--- src/rtl/floo_serial_link_pwr_pkg.sv ---
// Shared types and the state-to-output decode for the serial link power sequencer.
package floo_serial_link_pwr_pkg;

    typedef enum logic [2:0] {
        StOff    = 3'd0,
        StClkOn  = 3'd1,
        StRstRel = 3'd2,
        StDeiso  = 3'd3,
        StUp     = 3'd4,
        StIso    = 3'd5,
        StRstAss = 3'd6,
        StError  = 3'd7
    } pwr_state_e;

    typedef struct packed {
        logic clk_ena;
        logic rst_n;
        logic isolate;
        logic up;
        logic err;
    } pwr_out_t;

    // Pure decode of the registered state; keeps every output free of input paths.
    function automatic pwr_out_t pwr_decode(input pwr_state_e st);
        pwr_out_t o;
        o = '{clk_ena: 1'b1, rst_n: 1'b0, isolate: 1'b1, up: 1'b0, err: 1'b0};
        unique case (st)
            StOff:    o.clk_ena = 1'b0;
            StClkOn:  o.rst_n   = 1'b0;
            StRstRel: o.rst_n   = 1'b1;
            StDeiso: begin
                o.rst_n   = 1'b1;
                o.isolate = 1'b0;
            end
            StUp: begin
                o.rst_n   = 1'b1;
                o.isolate = 1'b0;
                o.up      = 1'b1;
            end
            StIso:    o.rst_n   = 1'b1;
            StRstAss: o.rst_n   = 1'b0;
            StError:  o.err     = 1'b1;
            default:  o.clk_ena = 1'b0;
        endcase
        return o;
    endfunction

endpackage

--- src/rtl/floo_sl_delay_cnt.sv ---
// Saturating cycle counter with synchronous clear and terminal-count compare.
module floo_sl_delay_cnt #(
    parameter int unsigned Width = 4
) (
    input  logic             clk,
    input  logic             rst,
    input  logic             clr,
    input  logic             en,
    input  logic [Width-1:0] tc,
    output logic             done
);

    logic [Width-1:0] cnt_q, cnt_d;

    // Clear wins over count; saturate at all-ones instead of wrapping.
    always_comb begin
        cnt_d = cnt_q;
        if (clr) begin
            cnt_d = '0;
        end else if (en && (cnt_q != '1)) begin
            cnt_d = cnt_q + 1'b1;
        end
    end

    // Counter register.
    always_ff @(posedge clk) begin
        if (rst) begin
            cnt_q <= '0;
        end else begin
            cnt_q <= cnt_d;
        end
    end

    assign done = (cnt_q == tc);

endmodule

--- src/rtl/floo_serial_link_pwr_seq.sv ---
// Power/isolation sequencer: orders clock enable, reset release and de-isolation of
// the serial link, with timed delays and handshake timeouts.
module floo_serial_link_pwr_seq
    import floo_serial_link_pwr_pkg::*;
#(
    parameter int unsigned NumChannels   = 1,
    parameter int unsigned NumDirs       = 2,
    parameter int unsigned RstCycles     = 8,
    parameter int unsigned SettleCycles  = 4,
    parameter int unsigned TimeoutCycles = 1024
) (
    input  logic                   clk_i,
    input  logic                   rst_i,
    input  logic                   link_en_i,
    input  logic [NumChannels-1:0] chan_en_i,
    input  logic                   err_clr_i,
    input  logic [NumDirs-1:0]     isolated_i,
    output logic [NumDirs-1:0]     isolate_o,
    output logic                   clk_ena_o,
    output logic [NumChannels-1:0] chan_clk_ena_o,
    output logic                   reset_no,
    output logic                   up_o,
    output logic                   err_o,
    output logic [2:0]             state_o
);

    localparam int unsigned MaxA     = (RstCycles > SettleCycles) ? RstCycles : SettleCycles;
    localparam int unsigned MaxCnt   = (MaxA > TimeoutCycles) ? MaxA : TimeoutCycles;
    localparam int unsigned CntWidth = $clog2(MaxCnt + 1);

    localparam logic [CntWidth-1:0] RstTc    = CntWidth'(RstCycles - 1);
    localparam logic [CntWidth-1:0] SettleTc = CntWidth'(SettleCycles - 1);
    localparam logic [CntWidth-1:0] ToTc     =
        (TimeoutCycles == 0) ? '0 : CntWidth'(TimeoutCycles - 1);
    localparam logic TimeoutEn = (TimeoutCycles != 0);

    pwr_state_e             state_q, state_d;
    logic [NumChannels-1:0] mask_q, mask_d;
    logic [CntWidth-1:0]    tc;
    logic                   cnt_done;
    logic                   cnt_clr;
    pwr_out_t               dec;

    // Counter restarts on every state change so each state times itself from zero.
    assign cnt_clr = (state_d != state_q);

    floo_sl_delay_cnt #(
        .Width (CntWidth)
    ) u_delay_cnt (
        .clk  (clk_i),
        .rst  (rst_i),
        .clr  (cnt_clr),
        .en   (1'b1),
        .tc   (tc),
        .done (cnt_done)
    );

    // Next-state, mask capture and per-state terminal count.
    always_comb begin
        state_d = state_q;
        mask_d  = mask_q;
        tc      = RstTc;
        unique case (state_q)
            StOff: begin
                if (link_en_i && (|chan_en_i)) begin
                    state_d = StClkOn;
                    mask_d  = chan_en_i;
                end
            end
            StClkOn: begin
                tc = RstTc;
                if (cnt_done) state_d = StRstRel;
            end
            StRstRel: begin
                tc = SettleTc;
                if (cnt_done) state_d = StDeiso;
            end
            StDeiso: begin
                tc = ToTc;
                // Handshake beats a timeout landing in the same cycle.
                if (isolated_i == '0) begin
                    state_d = StUp;
                end else if (TimeoutEn && cnt_done) begin
                    state_d = StError;
                end
            end
            StUp: begin
                if (!link_en_i) state_d = StIso;
            end
            StIso: begin
                tc = ToTc;
                if (&isolated_i) begin
                    state_d = StRstAss;
                end else if (TimeoutEn && cnt_done) begin
                    state_d = StError;
                end
            end
            StRstAss: begin
                tc = RstTc;
                if (cnt_done) state_d = StOff;
            end
            StError: begin
                if (err_clr_i) state_d = StOff;
            end
            default: state_d = StOff;
        endcase
        if ((state_d == StOff) && (state_q != StOff)) begin
            mask_d = '0;
        end
    end

    // State and channel mask registers.
    always_ff @(posedge clk_i) begin
        if (rst_i) begin
            state_q <= StOff;
            mask_q  <= '0;
        end else begin
            state_q <= state_d;
            mask_q  <= mask_d;
        end
    end

    // Outputs decoded from registered state and mask only.
    assign dec            = pwr_decode(state_q);
    assign clk_ena_o      = dec.clk_ena;
    assign reset_no       = dec.rst_n;
    assign isolate_o      = {NumDirs{dec.isolate}};
    assign up_o           = dec.up;
    assign err_o          = dec.err;
    assign chan_clk_ena_o = {NumChannels{dec.clk_ena}} & mask_q;
    assign state_o        = state_q;

endmodule

--- config.mk ---
export PLATFORM = sky130hd
export DESIGN_NAME = floo_serial_link_pwr_seq
export DESIGN_NICKNAME = d
export VERILOG_FILES = /design/src/rtl/floo_serial_link_pwr_pkg.sv /design/src/rtl/floo_sl_delay_cnt.sv /design/src/rtl/floo_serial_link_pwr_seq.sv
export SDC_FILE = /design/constraint.sdc
export NUM_CORES = 1
export LEC_CHECK = 0
export CAP_MARGIN = 20
export CORE_MARGIN = 2
export CORE_UTILIZATION = 29
export DETAILED_ROUTE_END_ITERATION = 16
export MAX_ROUTING_LAYER = met4
export SETUP_SLACK_MARGIN = 0.1
export SKIP_CTS_REPAIR_TIMING = 1
export SYNTH_ARGS = -nofsm -noshare
export SYNTH_HDL_FRONTEND = slang
export SYNTH_HIERARCHICAL = 1
export SYNTH_SLANG_ARGS = --single-unit
--- constraint.sdc ---
create_clock -name clk_i -period 7.1 [get_ports clk_i]
set_input_delay 1.065 -clock clk_i [delete_from_list [all_inputs] [get_ports clk_i]]
set_output_delay 1.065 -clock clk_i [all_outputs]
set_load 0.005 [all_outputs]
==> results.py <==
metrics = {
    "floorplanning": {
        "start_util": 0.296,
        "ios": 17,
        "dieHeight_um": 64.7,
        "rows": 22,
        "fp.dieW_um": 64.7,
        "die_area_sq_um": 4180,
        "core-area_sq_um": 3610,
    },
    "place": {
        "place_congestion": 0.843,
        "hpwl_um": 1910,
        "placed_area_sq_um": 1250,
        "port_buffers": 16,
    },
    "sta": {
        "tightest_slew_ps": 989,
        "final_max_slew_viol_count": 0,
        "finalCriticalPeriod_ps": 3210,
        "rsz0062_at_grt": "false",
        "finalSetupViolations": 0,
        "hold_viol_final": 0,
        "finalClockSkew_ps": 1.59,
        "timing.fmax_mhz": 311,
        "finalSetupTns_ps": 0,
        "slew_headroom": 0.334,
        "hold_slack_ps": 539,
        "period_share": 0.453,
    },
    "global_route": {
        "grt_usage": 0.131,
        "grt_max_degree": 18,
        "grt_antenna_before_repair": 0,
        "grt_overflow_total": 0,
        "grt_pass1_vias": 928,
        "grt_pass1_wl_um": 4260,
    },
    "cts": {
        "numCtsBuffers": 3,
        "clk_pin_slew_ps": 60,
        "cts_tree": "built",
        "cts_root_buf": "clkbuf_8",
        "clock_latency_ps": 250,
        "ctsHtreeMaxLevel": 1,
        "clk_path_buf_depth": 2,
        "cts_num_sinks": 15,
    },
    "outcome": {
        "status": "finished clean",
    },
    "logic_synthesis": {
        "netlist_area_sq_um": 1070,
        "syn_avg_cell_area_sq_um": 7.91,
        "ys_warn_count": 6,
        "netlist_instances": 135,
        "yosys.cell_types.count": 44,
        "synthFlopType": "dfxtp_1",
        "yosysTopAreaCell": "dfxtp_1",
        "synth_area_leaders": "dfxtp_1 28%, xnor2_1 9.0%, nand2_1 5.3%",
        "synth_top_cell_area_share": 0.281,
        "synth_commonest_cells": "15 x dfxtp_1, 15 x nand2_1, 11 x xnor2_1, 10 x a21oi_1",
        "async_flop_share": 0,
        "synth_enable_flop_cells": 0,
        "ys_seq_area_frac": 0.281,
        "ys_ff_latch": 15,
    },
    "route": {
        "via_count": 1043,
        "viasPerCell": 5.16,
        "post-route-drc-count": 0,
        "finalWirelength_um": 2560,
        "ant_nets": 0,
        "wl_per_cell_um": 12.7,
        "drtPass1Iterations": 4,
        "drtIter0Drc": 45,
    },
    "worst_setup_path": {
        "cp_cell_sequence": "xor2_1, and2_1, xnor2_1, nand3_1, nor3_1, nand2_1, o211ai_1, a22o_1, a211o_1, nor2_1, nand3_1, o21ai_1",
        "cp.required_ps": 7200,
        "cp.arrival_ps": 3320,
        "cp_max_fo": 17,
        "max_stage_delay_ps": 690,
        "critPathKind": "flip-flop to flip-flop",
        "startpoint_type": "flip-flop",
        "critPathSlowestCell": "dfxtp_1",
        "crit_path_end_kind": "flip-flop",
        "path_common_cell": "nand3_1",
    },
    "layout": {
        "area_growth_pct": 21.8,
        "fill_cells": 375,
        "nets": 163,
        "stdcell_area_sq_um": 1300,
        "regArea_sq_um": 300,
        "diodes": 0,
        "drive_gt1_frac": 0.0844,
        "multiInputGateArea_sq_um": 718,
    },
    "power_and_ir_drop": {
        "power_leakage_nw": 0.484,
        "power.density_nw_per_um2": 140,
        "peakVddDrop_mv": 0.0595,
        "total_power_mw": 0.182,
    },
    "hold_path": {
        "hp-class": "flip-flop to flip-flop",
    },
    "flow_run": {
        "drv_cap": 0,
    },
}
-- per-stage QoR --
stage	setup slack, ps	utilization	std cells
final	3890	0.361	202
after CTS	3920	0.361	202
after global placement	4060	0.348	198
after floorplan	4260	-	140
after detailed placement	3940	0.348	198
after global routing	3540	0.361	202
-- cells by family (layout without fill, tap and decap cells) --
group / after synthesis / in the layout / share of synthesized area
AO/OA/AOI/OAI: 36 / 36 / 0.238
XOR/XNOR: 13 / 13 / 0.107
adder cells (fa/ha/maj): 1 / 1 / 0.0117
buffers and inverters: 10 / 24 / 0.0633
flip-flops: 15 / 15 / 0.281
multiplexers: 3 / 3 / 0.0328
other: 2 / 7 / 0.00704
AND/OR/NAND/NOR: 55 / 55 / 0.259
-- critical path, delay by kind of cell (launching register included) --
kind             cells  cell delay (ps)
AND/OR/NAND/NOR      6             1500
AO/OA/AOI/OAI        4              480
XOR/XNOR             2              400
flip-flops           1              690
-- placed cells by master (no fill, tap or decap), types with 4 or more instances in the layout --
| cell | synthesis | final |
|---|---|---|
| dfxtp_1 | 15 | 15 |
| nor2_1 | 8 | 8 |
| o21ai_1 | 4 | 4 |
| clkdlybuf4s50_1 | 0 | 16 |
| xnor2_1 | 11 | 11 |
| conb_1 | 2 | 7 |
| nand3_1 | 8 | 8 |
| nor3_1 | 5 | 5 |
| and3_1 | 5 | 5 |
| nand2_1 | 15 | 15 |
| a21oi_1 | 10 | 10 |
-- layout make-up --
class,count,area share
tap,48,0.0462
clock buffer,3,0.0318
clock inverter,1,0.00385
inverter,4,0.0115
sequential,15,0.231
multi-input combinational,115,0.552
timing repair buffer,16,0.123
-- path summary, 6_finish.rpt --
path,startpoint,end,slack [ps],cells past startpoint
setup / recovery,state_o[2],u_delay_cnt/cnt_q[1],3890,12
hold / removal,u_delay_cnt/cnt_q[1],u_delay_cnt/cnt_q[1],540,2
setup reg to reg,state_o[2],u_delay_cnt/cnt_q[1],3890,12
hold reg to reg,u_delay_cnt/cnt_q[1],u_delay_cnt/cnt_q[1],540,2
-- power by group --
| group | internal (mW) | total [mW] | switching [mW] |
|---|---|---|---|
| Sequential | 0.0859 | 0.0894 | 0.00344 |
| Combinational | 0.0110 | 0.0214 | 0.0105 |
| Clock | 0.0389 | 0.0714 | 0.0325 |
| Total | 0.136 | 0.182 | 0.0464 |
-- routing by layer --
layer	track usage	wire length, um
met1	0.167	1250
met2	0.198	1150
met3	0.0260	112
met4	0.0665	46
met5	-	0
-- sequential cells by signal, summed over array words and instances, names as in the netlist --
register           cells
u_delay_cnt/cnt_q     11
state_o                3
mask_q                 1
(Power assumes the default switching activity.)
